<file path="config.mk">
export PLATFORM = sky130hd
export DESIGN_NAME = regfile_display_scheduler_flat
export DESIGN_NICKNAME = d
export VERILOG_FILES = /design/src/rtl/regfile_display_scheduler_if.sv /design/src/rtl/regfile_display_scheduler.sv /design/src/flat_wrapper.sv
export SDC_FILE = /design/constraint.sdc
export NUM_CORES = 1
export LEC_CHECK = 0
export BUFFER_PORTS_ARGS = -buffer_cell sky130_fd_sc_hd__buf_2
export CAP_MARGIN = 30
export CELL_PAD_IN_SITES_DETAIL_PLACEMENT = 1
export CELL_PAD_IN_SITES_GLOBAL_PLACEMENT = 2
export CORE_AREA = 2 2 131 133
export CTS_BUF_LIST = sky130_fd_sc_hd__clkbuf_8
export DETAILED_ROUTE_END_ITERATION = 10
export DIE_AREA = 0 0 133 135
export PLACE_DENSITY = 0.88
export SLEW_MARGIN = 40
export SYNTH_ARGS = -nofsm -noshare
export SYNTH_HDL_FRONTEND = slang
export SYNTH_SLANG_ARGS = --single-unit
</file>
<file path="constraint.sdc">
create_clock -name i_clk -period 2.3 [get_ports i_clk]
set_input_delay 0.23 -clock i_clk [delete_from_list [all_inputs] [get_ports i_clk]]
set_output_delay 0.23 -clock i_clk [all_outputs]
set_load 0.01 [all_outputs]
</file>
<file path="src/rtl/regfile_display_scheduler_if.sv">
// rtl/regfile_display_scheduler_if.sv - read-port sharing bus between CPU, register file and display scanner
//
// Signals:
//   cpu_rd_req  : CPU wants the register-file read port this cycle
//   cpu_rd_addr : CPU read address
//   cpu_rd_data : read data returned to the CPU (mirror of rf_rd_data)
//   cpu_stall   : CPU must hold its state this cycle
//   rf_rd_addr  : address presented to the register-file read port
//   rf_rd_data  : combinational register-file read data
// Modports:
//   master : CPU + register-file side (drives requests and read data)
//   slave  : scheduler side (drives the muxed address, data mirror and stall)
interface regfile_display_scheduler_if;
  logic        cpu_rd_req;
  logic [4:0]  cpu_rd_addr;
  logic [31:0] cpu_rd_data;
  logic        cpu_stall;
  logic [4:0]  rf_rd_addr;
  logic [31:0] rf_rd_data;

  modport master (
    output cpu_rd_req,
    output cpu_rd_addr,
    output rf_rd_data,
    input  cpu_rd_data,
    input  cpu_stall,
    input  rf_rd_addr
  );

  modport slave (
    input  cpu_rd_req,
    input  cpu_rd_addr,
    input  rf_rd_data,
    output cpu_rd_data,
    output cpu_stall,
    output rf_rd_addr
  );
endinterface

</file>
<file path="src/rtl/regfile_display_scheduler.sv">
// rtl/regfile_display_scheduler.sv - periodic register-file scanner driving four BCD / seven-segment digits
//
// Steals one register-file read cycle every SCAN_PERIOD idle cycles, saturates the
// captured value at 9999, converts it with a sequential 14-bit double-dabble and
// updates the digit, segment and saturation outputs.
//
// Optional feature macro: REGFILE_SCAN_STALL_EN
//   defined   : after MAX_WAIT ungranted REQ cycles the scanner is forced in and
//               cpu_stall pulses for that single grant cycle
//   undefined : CPU always wins, cpu_stall is tied low
//
// Ports:
//   i_clk           : clock
//   i_reset         : synchronous active-high reset
//   io_bus          : read-port sharing bus (slave modport)
//   i_sel_reg       : register index to display, sampled on the grant cycle
//   o_tho..o_one    : BCD digits (thousands..ones)
//   o_thossd..o_onessd : active-low segments, bit6..0 = g..a
//   o_led_indicator : displayed value was saturated
module regfile_display_scheduler #(
  parameter int SCAN_PERIOD = 50000,
  parameter int MAX_WAIT    = 255
) (
  input  logic                          i_clk,
  input  logic                          i_reset,
  regfile_display_scheduler_if.slave    io_bus,
  input  logic [4:0]                    i_sel_reg,
  output logic [3:0]                    o_tho,
  output logic [3:0]                    o_hun,
  output logic [3:0]                    o_ten,
  output logic [3:0]                    o_one,
  output logic [6:0]                    o_thossd,
  output logic [6:0]                    o_hunssd,
  output logic [6:0]                    o_tenssd,
  output logic [6:0]                    o_onessd,
  output logic                          o_led_indicator
);

  if (SCAN_PERIOD < 2 || MAX_WAIT < 1) begin : g_bad_params
    $error("regfile_display_scheduler: SCAN_PERIOD must be >= 2 and MAX_WAIT >= 1");
  end

  // Timer only ever holds SCAN_PERIOD-1 down to 0.
  localparam int TW = $clog2(SCAN_PERIOD);
  localparam logic [6:0] SEG_ZERO = 7'b1000000;

  typedef enum logic [1:0] {
    S_IDLE,
    S_REQ,
    S_CONV,
    S_UPDATE
  } state_t;

  state_t      r_state;
  state_t      w_next_state;
  logic [TW-1:0] r_timer;
  logic [13:0] r_bin;
  logic [15:0] r_bcd;
  logic [15:0] w_bcd_adj;
  logic [3:0]  r_cnt;
  logic        r_sat;
  logic        w_over;
  logic        w_grant;
  logic        w_stall;
  logic        w_forced;
  logic [4:0]  w_rf_rd_addr;

  logic [3:0]  r_tho, r_hun, r_ten, r_one;
  logic [6:0]  r_thossd, r_hunssd, r_tenssd, r_onessd;
  logic        r_led;

  function automatic logic [6:0] seg7(input logic [3:0] d);
    case (d)
      4'd0:    seg7 = 7'b1000000;
      4'd1:    seg7 = 7'b1111001;
      4'd2:    seg7 = 7'b0100100;
      4'd3:    seg7 = 7'b0110000;
      4'd4:    seg7 = 7'b0011001;
      4'd5:    seg7 = 7'b0010010;
      4'd6:    seg7 = 7'b0000010;
      4'd7:    seg7 = 7'b1111000;
      4'd8:    seg7 = 7'b0000000;
      4'd9:    seg7 = 7'b0010000;
      default: seg7 = 7'b1111111;
    endcase
  endfunction

`ifdef REGFILE_SCAN_STALL_EN
  localparam int WW = $clog2(MAX_WAIT + 1);
  logic [WW-1:0] r_wait;

  // Held at zero outside REQ, so it is clear on every REQ entry.
  always_ff @(posedge i_clk) begin
    if (i_reset) begin
      r_wait <= '0;
    end else if (r_state != S_REQ) begin
      r_wait <= '0;
    end else if (!w_grant) begin
      r_wait <= r_wait + 1'b1;
    end
  end

  assign w_forced = (r_wait == WW'(MAX_WAIT));
`else
  assign w_forced = 1'b0;
`endif

  // FSM state register
  always_ff @(posedge i_clk) begin
    if (i_reset) begin
      r_state <= S_IDLE;
    end else begin
      r_state <= w_next_state;
    end
  end

  // FSM next-state logic
  always_comb begin
    w_next_state = r_state;
    case (r_state)
      S_IDLE:   if (r_timer == '0) w_next_state = S_REQ;
      S_REQ:    if (w_grant) w_next_state = S_CONV;
      S_CONV:   if (r_cnt == 4'd13) w_next_state = S_UPDATE;
      S_UPDATE: w_next_state = S_IDLE;
      default:  w_next_state = S_IDLE;
    endcase
  end

  // FSM outputs: grant, stall and read-port mux are all combinational.
  always_comb begin
    w_grant      = 1'b0;
    w_stall      = 1'b0;
    w_rf_rd_addr = io_bus.cpu_rd_addr;
    if (r_state == S_REQ) begin
      w_grant = !io_bus.cpu_rd_req || w_forced;
      w_stall = io_bus.cpu_rd_req && w_forced;
      if (w_grant) w_rf_rd_addr = i_sel_reg;
    end
  end

  assign w_over = (io_bus.rf_rd_data > 32'd9999);

  // Double-dabble correction: any BCD nibble >= 5 gets +3 before the shift.
  always_comb begin
    w_bcd_adj = r_bcd;
    for (int k = 0; k < 4; k++) begin
      if (r_bcd[4*k +: 4] >= 4'd5) w_bcd_adj[4*k +: 4] = r_bcd[4*k +: 4] + 4'd3;
    end
  end

  always_ff @(posedge i_clk) begin
    if (i_reset) begin
      r_timer  <= '0;
      r_bin    <= '0;
      r_bcd    <= '0;
      r_cnt    <= '0;
      r_sat    <= 1'b0;
      r_tho    <= '0;
      r_hun    <= '0;
      r_ten    <= '0;
      r_one    <= '0;
      r_thossd <= SEG_ZERO;
      r_hunssd <= SEG_ZERO;
      r_tenssd <= SEG_ZERO;
      r_onessd <= SEG_ZERO;
      r_led    <= 1'b0;
    end else begin
      case (r_state)
        S_IDLE: begin
          r_timer <= (r_timer == '0) ? TW'(SCAN_PERIOD - 1) : r_timer - 1'b1;
        end
        S_REQ: begin
          if (w_grant) begin
            r_bin <= w_over ? 14'd9999 : io_bus.rf_rd_data[13:0];
            r_sat <= w_over;
            r_bcd <= '0;
            r_cnt <= '0;
          end
        end
        S_CONV: begin
          {r_bcd, r_bin} <= {w_bcd_adj[14:0], r_bin, 1'b0};
          r_cnt          <= r_cnt + 1'b1;
        end
        S_UPDATE: begin
          r_tho    <= r_bcd[15:12];
          r_hun    <= r_bcd[11:8];
          r_ten    <= r_bcd[7:4];
          r_one    <= r_bcd[3:0];
          r_thossd <= seg7(r_bcd[15:12]);
          r_hunssd <= seg7(r_bcd[11:8]);
          r_tenssd <= seg7(r_bcd[7:4]);
          r_onessd <= seg7(r_bcd[3:0]);
          r_led    <= r_sat;
        end
        default: ;
      endcase
    end
  end

  assign io_bus.rf_rd_addr  = w_rf_rd_addr;
  assign io_bus.cpu_rd_data = io_bus.rf_rd_data;
  assign io_bus.cpu_stall   = w_stall;

  assign o_tho           = r_tho;
  assign o_hun           = r_hun;
  assign o_ten           = r_ten;
  assign o_one           = r_one;
  assign o_thossd        = r_thossd;
  assign o_hunssd        = r_hunssd;
  assign o_tenssd        = r_tenssd;
  assign o_onessd        = r_onessd;
  assign o_led_indicator = r_led;

endmodule

</file>
<file path="src/flat_wrapper.sv">
// flat-port wrapper written by rule: the top's interface ports become plain ports
module regfile_display_scheduler_flat 
#(
  parameter int SCAN_PERIOD = 50000,
  parameter int MAX_WAIT    = 255
)
  (i_clk, i_reset, i_sel_reg, o_tho, o_hun, o_ten, o_one, o_thossd, o_hunssd, o_tenssd, o_onessd, o_led_indicator, io_bus_cpu_rd_req, io_bus_cpu_rd_addr, io_bus_rf_rd_data, io_bus_cpu_rd_data, io_bus_cpu_stall, io_bus_rf_rd_addr);
  regfile_display_scheduler_if io_bus_i ();
  input  logic i_clk;
  input  logic i_reset;
  input  logic [4:0] i_sel_reg;
  output logic [3:0] o_tho;
  output logic [3:0] o_hun;
  output logic [3:0] o_ten;
  output logic [3:0] o_one;
  output logic [6:0] o_thossd;
  output logic [6:0] o_hunssd;
  output logic [6:0] o_tenssd;
  output logic [6:0] o_onessd;
  output logic o_led_indicator;
  input wire logic [$bits(io_bus_i.cpu_rd_req)-1:0] io_bus_cpu_rd_req;
  input wire logic [$bits(io_bus_i.cpu_rd_addr)-1:0] io_bus_cpu_rd_addr;
  input wire logic [$bits(io_bus_i.rf_rd_data)-1:0] io_bus_rf_rd_data;
  output wire logic [$bits(io_bus_i.cpu_rd_data)-1:0] io_bus_cpu_rd_data;
  output wire logic [$bits(io_bus_i.cpu_stall)-1:0] io_bus_cpu_stall;
  output wire logic [$bits(io_bus_i.rf_rd_addr)-1:0] io_bus_rf_rd_addr;
  assign io_bus_i.cpu_rd_req = io_bus_cpu_rd_req;
  assign io_bus_i.cpu_rd_addr = io_bus_cpu_rd_addr;
  assign io_bus_i.rf_rd_data = io_bus_rf_rd_data;
  assign io_bus_cpu_rd_data = io_bus_i.cpu_rd_data;
  assign io_bus_cpu_stall = io_bus_i.cpu_stall;
  assign io_bus_rf_rd_addr = io_bus_i.rf_rd_addr;
  regfile_display_scheduler #(.SCAN_PERIOD(SCAN_PERIOD), .MAX_WAIT(MAX_WAIT)) u_core (.i_clk(i_clk), .i_reset(i_reset), .io_bus(io_bus_i), .i_sel_reg(i_sel_reg), .o_tho(o_tho), .o_hun(o_hun), .o_ten(o_ten), .o_one(o_one), .o_thossd(o_thossd), .o_hunssd(o_hunssd), .o_tenssd(o_tenssd), .o_onessd(o_onessd), .o_led_indicator(o_led_indicator));
endmodule
</file>
==> run metrics <==
endpoints failing hold=0; Max Slew Vio Count=0; Bufs and invs on worst path=2; Die Y=135 um; Seq cells post-synth=98; share of cells above drive strength 1=0.2346; switching part of the total=0.3486; RSZ-0062 raised after global routing=false; final core utilization=0.3658; starting density of the core=0.3182; commonest non-fill, non-tap cell in the layout=buf_2; final worst slack=0.2375 ns; Clock Pin Slew Worst Setup and Hold Paths=0.09 ns; detailed placer's ending HPWL=10430 um; DR iter-0 viols=154; WP data required=2.07 ns; area grow syn2layout=14.98%; CTS tree=done; Sw Pwr=1.557 mW; io pins=128; internal power=2.909 mW; reg2reg end=u_core.r_timer[7]$_SDFFE_PP0N_; initial antenna violation count=0; pre-CTS WS=0.2258 ns; gp weighted congestion=0.8191; number of flops mapped to enable cells by yosys=0; setup bufs post-CTS=0; Setup Viol. Count Final=0; Worst Setup Start Kind=flip-flop; Slew headroom=0.4568; Syn Area/Cell=8.260 um^2; PortBufs=126; R2R Setup Slk=0.26 ns; synth unique cells=48; DP Area=5824 um^2; Leak=2.371 nW; Finished Layout Cells=932; combinational share of power=0.304; Die ar.=17960 um^2; root buffer cell=clkbuf_8; P per Cell Area=744.0 nW/um^2; crit share post-route=0.8968; # DRC=0; CP max-delay cell=dfxtp_1; commonest non-fill, non-tap cells in the layout=buf_2, dfxtp_1, nor2_1; Placement Rows=47; cts bufs inserted=9; r2r worst-path depth=7; fin nets=782; Post-synth ARST share=0; peak supply drop=0.0002900 V; Antenna diodes=0; drt pass-1 iters=4; first-pass GRT wire length=23380 um; Antenna Nets Post-Route=0; pin count of the biggest net entering global routing=41; die span in x=133 um; routed len/inst=15.05 um; htree depth=3; core area=16410 um^2; crit-path max FO=7; Clk network pwr share=0.230; CP endpoint kind=primary output; synthesized net count=706; WHS Path Cells=2; hold slack final=0.08147 ns; Vias/cell=5.042; final WL=14030 um; Post-Syn Area=5220 um^2; outcome=finished clean; prevailing post-synth register cell=dfxtp_1; clock skew=0.008341 ns; vias in the first global route=4838; total grt overflow=0; Max clock buf depth=2; max incr delay on CP=0.40 ns; Tightest Pin Transition=0.8139 ns; max-cap viol count=0; Ys Warns=0; Worst-Skew Late Latency=0.37 ns; Worst path top cell family by delay=flip-flops; share of power burned in registers=0.466; Tot Pwr=4.465 mW; Syn Inst Count=632; Filler cells=2008; setup tns final=0 ns; Period minus WS final=2.063 ns; # placed instances=917; reg2reg start=u_core.r_state[0]$_SDFFE_PP0P_; Worst Hold Class=primary input to flip-flop; crit path DAT=1.83 ns; fin area=6002 um^2; Multi-input gate area=2796 um^2; register area=1962 um^2; clk sinks=98; crit path launch=u_core.r_state[1]$_SDFFE_PP0P_; vias=4699; sequential element share of the synthesized area=0.3758; crit-path cells=inv_1 -> ha_1 -> nand2b_2 -> mux2_2 -> buf_2; fmax=0.4848 GHz; total track usage=0.1583; kind of critical path=flip-flop to primary output; Min-Delay Endpoint=u_core.r_bin[2]$_SDFFE_PP0P_; Hold Crit Start=io_bus_rf_rd_data[2]
==> power by group through the flow <==
stage	clock network, mW	logic, mW	registers (mW)
floorplan	0	1.05	2.06
global placement	0	1.28	2.10
detailed placement	0	1.35	2.12
CTS	1.08	1.36	2.08
global route	1.14	1.54	2.11
finish	1.03	1.36	2.08
==> cell usage after synthesis, types with 11 or more instances <==
cell type / n / area, um^2
inv_1: 23 / 86.33
nor3_1: 16 / 80.08
a21oi_1: 49 / 245.2
mux2_2: 11 / 123.9
dfxtp_1: 98 / 1962
nand3_1: 13 / 65.06
ha_1: 29 / 362.9
clkbuf_1: 31 / 116.4
nor2_1: 86 / 322.8
nand2_1: 51 / 191.4
mux2i_1: 25 / 250.2
o21ai_0: 27 / 135.1
buf_4: 33 / 247.7
==> routing by layer <==
layer	wire length, um	GRT usage	up-vias
met3	410	0.02402	20
met5	0	0	-
met4	266	0.06332	0
met1	6297	0.1900	2280
li1	-	-	2321
met2	7052	0.2838	78
==> final cells by class <==
class                      instances  share of cell area
clock buffer                      11             0.02522
tap                              220             0.04586
sequential                        98              0.3269
clock inverter                     4            0.003335
timing repair buffer             135              0.1184
inverter                          23             0.01438
multi-input combinational        441              0.4659
==> worst max-delay path by stage <==
stage                     cells after the start  slack (ns)                        endpoint
after floorplan                               6        0.46  u_core.r_state[1]$_SDFFE_PP0P_
after global placement                        6        0.37   u_core.r_bin[12]$_SDFFE_PP0P_
after detailed placement                      6        0.23    u_core.r_bin[7]$_SDFFE_PP0P_
after CTS                                     5        0.07            io_bus_rf_rd_addr[3]
after global routing                          5        0.04  u_core.r_state[0]$_SDFFE_PP0P_
final                                         5        0.24            io_bus_rf_rd_addr[3]
==> sequential cells by signal, indices dropped and copies added, names as in the netlist <==
signal	count
u_core.r_state	2
u_core.o_led_indicator	1
u_core.r_timer	16
u_core.o_thossd	7
u_core.o_onessd	7
u_core.o_one	4
u_core.o_ten	4
u_core.o_tenssd	7
u_core.r_bin	14
u_core.o_hun	4
u_core.o_hunssd	7
u_core.r_sat	1
u_core.r_bcd	16
u_core.r_cnt	4
u_core.o_tho	4
==> cell families (layout without fill, tap and decap cells) <==
logic type,count (synthesis),count (layout),synth area share
adders and majority gates,29,29,0.06951
xor gates and xnor gates,13,13,0.02181
muxes,36,36,0.07167
DFF,98,98,0.3758
buffers and inverters,93,173,0.09084
AOI/OAI and AO/OA,148,148,0.1810
and+or+nand+nor,214,214,0.1886
other,1,1,0.0007184
==> what timing repair did <==
action	CTS	global route
endpoints found under the setup margin	0	6
hold buffers	0	0
hold endpoints to repair	0	0
resized for setup	0	4
(Power assumes the default switching activity.)
